## src/rtl/i2s_target_port.sv

```systemverilog
`default_nettype none
// ============================================================================
//  Module      : i2s_target_port
//  Description : I2S target endpoint. Oversamples externally supplied
//                SCLK/LRCLK, deserializes received words per channel and
//                serializes per-channel transmit words back to the controller.
//  Revision    : 1.0 - initial release
// ============================================================================
module i2s_target_port #(
    parameter int SAMPLE_W = 24,
    parameter int SLOT_W   = 32
) (
    input  logic                clk,
    input  logic                rstn,
    input  logic                i2s_sclk,
    input  logic                i2s_lrclk,
    input  logic                i2s_sdin,
    output logic                i2s_sdout,
    output logic [SAMPLE_W-1:0] rx_data,
    output logic                rx_ch,
    output logic                rx_vld,
    input  logic [SAMPLE_W-1:0] tx_data0,
    input  logic [SAMPLE_W-1:0] tx_data1,
    output logic [1:0]          tx_ack,
    input  logic                err_clr,
    output logic                locked,
    output logic                frame_err
);

    localparam logic [5:0] c_cnt_max  = 6'd63;
    localparam logic [5:0] c_slot_w   = 6'(SLOT_W);
    localparam logic [5:0] c_sample_w = 6'(SAMPLE_W);

    // Synchronizers and SCLK edge detection
    logic [1:0]          r_sclk_sync;
    logic [1:0]          r_lr_sync;
    logic [1:0]          r_sd_sync;
    logic                r_sclk_dly;

    // Framing state
    logic                r_primed;
    logic                r_prev_lr;
    logic [5:0]          r_bit_cnt;
    logic                r_locked;
    logic                r_frame_err;

    // Datapath
    logic [SAMPLE_W-1:0] r_rx_shift;
    logic [SAMPLE_W-1:0] r_rx_data;
    logic                r_rx_ch;
    logic                r_rx_vld;
    logic [SAMPLE_W-1:0] r_tx_shift;
    logic [1:0]          r_tx_ack;
    logic                r_sdout;

    logic                w_sclk_rise;
    logic                w_sclk_fall;
    logic                w_lr;
    logic                w_sd;
    logic                w_new_slot;
    logic                w_same_slot;
    logic                w_rx_bit;
    logic                w_rx_last;

    always_comb begin
        w_sclk_rise = r_sclk_sync[1] & ~r_sclk_dly;
        w_sclk_fall = ~r_sclk_sync[1] & r_sclk_dly;
        w_lr        = r_lr_sync[1];
        w_sd        = r_sd_sync[1];
        // The first rise after reset only records LRCLK, so a reset in the
        // middle of a slot can never be mistaken for a slot boundary.
        w_new_slot  = w_sclk_rise & r_primed & (w_lr != r_prev_lr);
        w_same_slot = w_sclk_rise & r_primed & (w_lr == r_prev_lr);
        w_rx_bit    = w_same_slot & r_locked & (r_bit_cnt != 6'd0)
                      & (r_bit_cnt <= c_sample_w);
        w_rx_last   = w_same_slot & r_locked & (r_bit_cnt == c_sample_w);
    end

    always_ff @(posedge clk or negedge rstn) begin
        if (!rstn) begin
            r_sclk_sync <= 2'b00;
            r_lr_sync   <= 2'b00;
            r_sd_sync   <= 2'b00;
            r_sclk_dly  <= 1'b0;
        end else begin
            r_sclk_sync <= {r_sclk_sync[0], i2s_sclk};
            r_lr_sync   <= {r_lr_sync[0], i2s_lrclk};
            r_sd_sync   <= {r_sd_sync[0], i2s_sdin};
            r_sclk_dly  <= r_sclk_sync[1];
        end
    end

    always_ff @(posedge clk or negedge rstn) begin
        if (!rstn) begin
            r_primed    <= 1'b0;
            r_prev_lr   <= 1'b0;
            r_bit_cnt   <= 6'd0;
            r_locked    <= 1'b0;
            r_frame_err <= 1'b0;
        end else begin
            if (w_sclk_rise && !r_primed) begin
                r_primed  <= 1'b1;
                r_prev_lr <= w_lr;
            end
            if (err_clr) begin
                r_frame_err <= 1'b0;
            end
            if (w_new_slot) begin
                r_prev_lr <= w_lr;
                r_bit_cnt <= 6'd1;
                r_locked  <= 1'b1;
                if (r_locked && (r_bit_cnt != c_slot_w)) begin
                    r_frame_err <= 1'b1;
                end
            end else if (w_same_slot && (r_bit_cnt != c_cnt_max)) begin
                r_bit_cnt <= r_bit_cnt + 6'd1;
            end
        end
    end

    always_ff @(posedge clk or negedge rstn) begin
        if (!rstn) begin
            r_rx_shift <= '0;
            r_rx_data  <= '0;
            r_rx_ch    <= 1'b0;
            r_rx_vld   <= 1'b0;
        end else begin
            r_rx_vld <= 1'b0;
            if (w_rx_bit) begin
                r_rx_shift <= {r_rx_shift[SAMPLE_W-2:0], w_sd};
            end
            if (w_rx_last) begin
                r_rx_data <= {r_rx_shift[SAMPLE_W-2:0], w_sd};
                r_rx_ch   <= w_lr;
                r_rx_vld  <= 1'b1;
            end
        end
    end

    // Transmit word is loaded at the slot-start rise and shifted out on the
    // following falls, giving the one-bit I2S delay as seen by the controller.
    always_ff @(posedge clk or negedge rstn) begin
        if (!rstn) begin
            r_tx_shift <= '0;
            r_tx_ack   <= 2'b00;
            r_sdout    <= 1'b0;
        end else begin
            r_tx_ack <= 2'b00;
            if (w_new_slot) begin
                r_tx_shift <= w_lr ? tx_data1 : tx_data0;
                r_tx_ack   <= w_lr ? 2'b10 : 2'b01;
            end else if (w_sclk_fall && r_locked) begin
                r_sdout    <= r_tx_shift[SAMPLE_W-1];
                r_tx_shift <= {r_tx_shift[SAMPLE_W-2:0], 1'b0};
            end
        end
    end

    assign i2s_sdout = r_sdout;
    assign rx_data   = r_rx_data;
    assign rx_ch     = r_rx_ch;
    assign rx_vld    = r_rx_vld;
    assign tx_ack    = r_tx_ack;
    assign locked    = r_locked;
    assign frame_err = r_frame_err;

endmodule
`default_nettype wire

```

## config.mk

```make
export PLATFORM = sky130hd
export DESIGN_NAME = i2s_target_port
export DESIGN_NICKNAME = d
export VERILOG_FILES = /design/src/rtl/i2s_target_port.sv
export SDC_FILE = /design/constraint.sdc
export NUM_CORES = 1
export LEC_CHECK = 0
export CAP_MARGIN = 20
export CORE_MARGIN = 2
export CORE_UTILIZATION = 40
export DETAILED_ROUTE_END_ITERATION = 7
export GPL_ROUTABILITY_DRIVEN = 0
export PLACE_DENSITY = 0.67
export SYNTH_ARGS = -nofsm -noshare
export SYNTH_HDL_FRONTEND = slang
export SYNTH_SLANG_ARGS = --single-unit
```

## constraint.sdc

```tcl
create_clock -name clk -period 3.8 [get_ports clk]
set_input_delay 0.76 -clock clk [delete_from_list [all_inputs] [get_ports clk]]
set_output_delay 0.76 -clock clk [all_outputs]
set_load 0.05 [all_outputs]
```

==> run_summary.xml <==
<?xml version="1.0" encoding="UTF-8"?>
<metrics>
  <group name="status">
    <metric name="run_status" unit="">complete, no violations</metric>
  </group>
  <group name="finish">
    <metric name="design_area" unit="mm^2">0.00517</metric>
    <metric name="final_cell_mix" unit="">dfrtp_1 (93), clkdlybuf4s50_1 (83), mux2_2 (30)</metric>
    <metric name="finalNetCount" unit="">423</metric>
    <metric name="area_growth_syn_to_fin" unit="%">29.3</metric>
    <metric name="final.fill_count" unit="">887</metric>
    <metric name="seqCellArea" unit="mm^2">0.00233</metric>
    <metric name="area_taken_by_multi_input_logic_gates" unit="mm^2">0.00153</metric>
    <metric name="diodes" unit="">0</metric>
    <metric name="layoutNonFillerInstCount" unit="">504</metric>
    <metric name="layout.cells.most_common" unit="">dfrtp_1</metric>
    <metric name="final_layout_size_suffix_gt1_share" unit="%">20.5</metric>
  </group>
  <group name="hold_path">
    <metric name="min_from" unit="">r_sd_sync[0]</metric>
    <metric name="worstHoldPathCells" unit="">0</metric>
    <metric name="worstHoldPathType" unit="">flop to flop</metric>
    <metric name="hold_path_end" unit="">r_sd_sync[1]</metric>
  </group>
  <group name="power_and_ir_drop">
    <metric name="cell_internal_pwr" unit="mW">1.77</metric>
    <metric name="power.leakage" unit="nW">2.41</metric>
    <metric name="totalPowerFinal" unit="mW">2.42</metric>
    <metric name="power.share.switching" unit="%">27.0</metric>
    <metric name="sequential_share_of_power" unit="%">52.2</metric>
    <metric name="power_density" unit="mW/mm^2">468</metric>
    <metric name="power.share.combinational" unit="%">17.8</metric>
    <metric name="max-vdd-ir-drop" unit="uV">265</metric>
    <metric name="share_clk_of_total_power" unit="%">29.9</metric>
    <metric name="power_switching" unit="mW">0.653</metric>
  </group>
  <group name="global_route">
    <metric name="grt_pass1_wl" unit="mm">12.8</metric>
    <metric name="antenna_found_initial" unit="">0</metric>
    <metric name="first_global_vias" unit="">2692</metric>
    <metric name="global_route.overflow_total" unit="">0</metric>
    <metric name="largest_net_degree_at_the_start_of_global_routing" unit="">77</metric>
    <metric name="grt_use_total" unit="%">14.5</metric>
  </group>
  <group name="die">
    <metric name="core.rowCount" unit="">36</metric>
    <metric name="floorplan.initialDensity" unit="%">41.1</metric>
    <metric name="dieArea" unit="mm^2">0.0108</metric>
    <metric name="boundaryPins" unit="">85</metric>
    <metric name="die_height" unit="um">104</metric>
    <metric name="placeable_core_region" unit="mm^2">0.00973</metric>
    <metric name="die-width" unit="um">104</metric>
  </group>
  <group name="timing">
    <metric name="min_period_over_period" unit="%">62.3</metric>
    <metric name="max_slew.worst_pin.slew" unit="ns">0.917</metric>
    <metric name="maxClockFrequency" unit="GHz">0.423</metric>
    <metric name="unrepaired_setup_endpoints_after_global_routing" unit="">false</metric>
    <metric name="report.final.hold_viol_count" unit="">0</metric>
    <metric name="final.setup_skew" unit="ns">0.0104</metric>
    <metric name="setup_total_negative_slack" unit="ns">0</metric>
    <metric name="worst_max_slew_margin_expressed_relative_to_the_limit" unit="%">38.9</metric>
    <metric name="worst_slack_on_hold_paths" unit="ns">0.352</metric>
    <metric name="finalWorstPathRequiredPeriod" unit="ns">2.37</metric>
    <metric name="report.final.setup_viol" unit="">0</metric>
    <metric name="drv_slew" unit="">0</metric>
  </group>
  <group name="critical_path">
    <metric name="crit_buf_inv" unit="">1</metric>
    <metric name="reg2reg_from" unit="">r_prev_lr</metric>
    <metric name="cell_at_the_slowest_stage_of_the_critical_path" unit="">clkdlybuf4s50_1</metric>
    <metric name="reg2reg_to" unit="">r_rx_shift[3]</metric>
    <metric name="worstSetupStartpoint" unit="">locked</metric>
    <metric name="setup.worst_path.end_class" unit="">primary output</metric>
    <metric name="timing.critical_path.slowest_cell_delay" unit="ns">0.83</metric>
    <metric name="worst-r2r-setup-slack" unit="ns">1.63</metric>
    <metric name="critical_path_required" unit="ns">3.04</metric>
    <metric name="path_class" unit="">flop to primary output</metric>
    <metric name="crit_chain" unit="">clkdlybuf4s50_1</metric>
    <metric name="highest_fanout_seen_on_the_critical_path" unit="">5</metric>
    <metric name="timing.critical_path.max_delay_family" unit="">buffers and inverters</metric>
    <metric name="start_kind" unit="">flop</metric>
    <metric name="cp_data_arrival_time" unit="ns">1.61</metric>
    <metric name="worst-r2r-cell-count" unit="">5</metric>
  </group>
  <group name="synthesis">
    <metric name="asyncSetResetFlopFracSynth" unit="%">100</metric>
    <metric name="ys_seq_elements" unit="">93</metric>
    <metric name="synth_top_area_share" unit="%">58.2</metric>
    <metric name="synthesis.nets" unit="">339</metric>
    <metric name="synth_cells" unit="">283</metric>
    <metric name="synth_sequential_area_ratio" unit="%">58.2</metric>
    <metric name="count_of_flip_flops_with_a_built_in_enable_after_synthesis" unit="">0</metric>
    <metric name="synthesis.area" unit="mm^2">0.00400</metric>
    <metric name="synth_area_per_cell" unit="um^2">14.1</metric>
    <metric name="synthTopCellsByArea" unit="">dfrtp_1 (58%), mux2_2 (8.4%), mux2_4 (7.5%)</metric>
    <metric name="synth_top_cell_by_area" unit="">dfrtp_1</metric>
    <metric name="yosysWarnings" unit="">0</metric>
    <metric name="yosysUniqueCellTypes" unit="">41</metric>
    <metric name="dominantRegCellSynth" unit="">dfrtp_1</metric>
  </group>
  <group name="routing">
    <metric name="total_wirelength_of_the_detailed_routed_design" unit="mm">7.35</metric>
    <metric name="drc_violations_left" unit="">0</metric>
    <metric name="detail_route.wl_per_cell" unit="um">14.6</metric>
    <metric name="routed_vias_inst" unit="">5.08</metric>
    <metric name="ant_nets" unit="">0</metric>
    <metric name="drtIter0Drc" unit="">118</metric>
    <metric name="dr_total_vias" unit="">2560</metric>
    <metric name="drtPass1Iterations" unit="">4</metric>
  </group>
  <group name="clock_tree">
    <metric name="cts_resized" unit="">0</metric>
    <metric name="number_of_cts_inserted_buffers" unit="">9</metric>
    <metric name="clock_tree_from_tritoncts" unit="">done</metric>
    <metric name="cts_hold_buf" unit="">0</metric>
    <metric name="clk_pin_slew" unit="ns">0.09</metric>
    <metric name="postCtsSetupBuffers" unit="">0</metric>
    <metric name="clockBufferDepth" unit="">2</metric>
    <metric name="clk_root_buffer_cell" unit="">clkbuf_8</metric>
    <metric name="clock_latency" unit="ns">0.36</metric>
    <metric name="cts.sink_count" unit="">93</metric>
    <metric name="cts.htree.levels" unit="">3</metric>
  </group>
  <group name="placement">
    <metric name="portBuffers" unit="">84</metric>
    <metric name="placedCellCount" unit="">488</metric>
    <metric name="place_hpwl" unit="mm">4.98</metric>
    <metric name="dpl-instance-area" unit="mm^2">0.00493</metric>
  </group>
  <group name="job">
    <metric name="max-cap-violations" unit="">0</metric>
  </group>
</metrics>
==> cell families (layout without fill, tap and decap cells) <==
logic type | Yosys count | count (layout) | synth area share [%]
mux | 73 | 73 | 21.7
buf+inv | 23 | 111 | 3.66
flops | 93 | 93 | 58.2
xor+xnor | 2 | 2 | 0.626
simple gates | 50 | 50 | 6.23
fa+ha+maj | 2 | 2 | 0.626
compound gates | 40 | 40 | 8.95
==> flip-flops by register name, indices dropped and copies added (netlist names) <==
signal       cells
rx_data         24
r_prev_lr        1
frame_err        1
locked           1
r_sd_sync        2
r_bit_cnt        6
rx_ch            1
r_sclk_dly       1
r_primed         1
r_sclk_sync      2
r_rx_shift      23
tx_ack           2
rx_vld           1
r_tx_shift      24
i2s_sdout        1
r_lr_sync        2
==> metrics by stage <==
| step | util [%] | setup slack (ns) |
|---|---|---|
| floorplan | - | 1.79 |
| global placement | 50.6 | 1.68 |
| detailed placement | 50.6 | 1.55 |
| CTS | 52.9 | 1.40 |
| global route | 53.2 | 1.36 |
| finish | 53.2 | 1.43 |
==> synth_stat cells (all sizes together) (2+ instances only) <==
cell type,instances
mux2,50
nor3b,2
nand2b,3
o21ai,2
a221o,23
nand2,6
nor2,25
dfrtp,93
xnor2,2
nand4,2
mux2i,23
nor3,2
o311ai,2
and3b,2
o41ai,2
inv,5
clkbuf,7
ha,2
nand3b,2
buf,11
o211ai,3
==> metal layers <==
metal	share of wire (%)	global-route usage, %	vias to the layer above
li1	-	-	1214
met1	46	19.0	1261
met2	47	23.1	79
met3	6.2	5.33	6
met4	0.75	3.19	0
met5	0	0	-
==> final cells by class <==
class | instances | share of cell area [%]
Sequential cell | 93 | 45.0
Multi-Input combinational cell | 167 | 29.6
Clock buffer | 9 | 2.39
Inverter | 5 | 0.363
Clock inverter | 6 | 1.81
Timing Repair Buffer | 91 | 17.6
Tap cell | 133 | 3.22
==> worst max path at each step <==
stage | endpoint | cells past startpoint
final | locked | 1
after global routing | locked | 1
after CTS | locked | 1
after detailed placement | r_tx_shift[22] | 4
after global placement | r_bit_cnt[5] | 4
after floorplan | rx_ch | 5
==> power groups by stage <==
stage,Combinational [mW],Sequential (mW),Clock (mW)
2_1_floorplan,0.283,1.27,0
3_3_place_gp,0.419,1.27,0
3_5_place_dp,0.437,1.27,0
4_1_cts,0.432,1.26,0.749
5_1_grt,0.476,1.28,0.790
6_report,0.431,1.26,0.724
No activity file was read; power rests on OpenSTA's default activity.
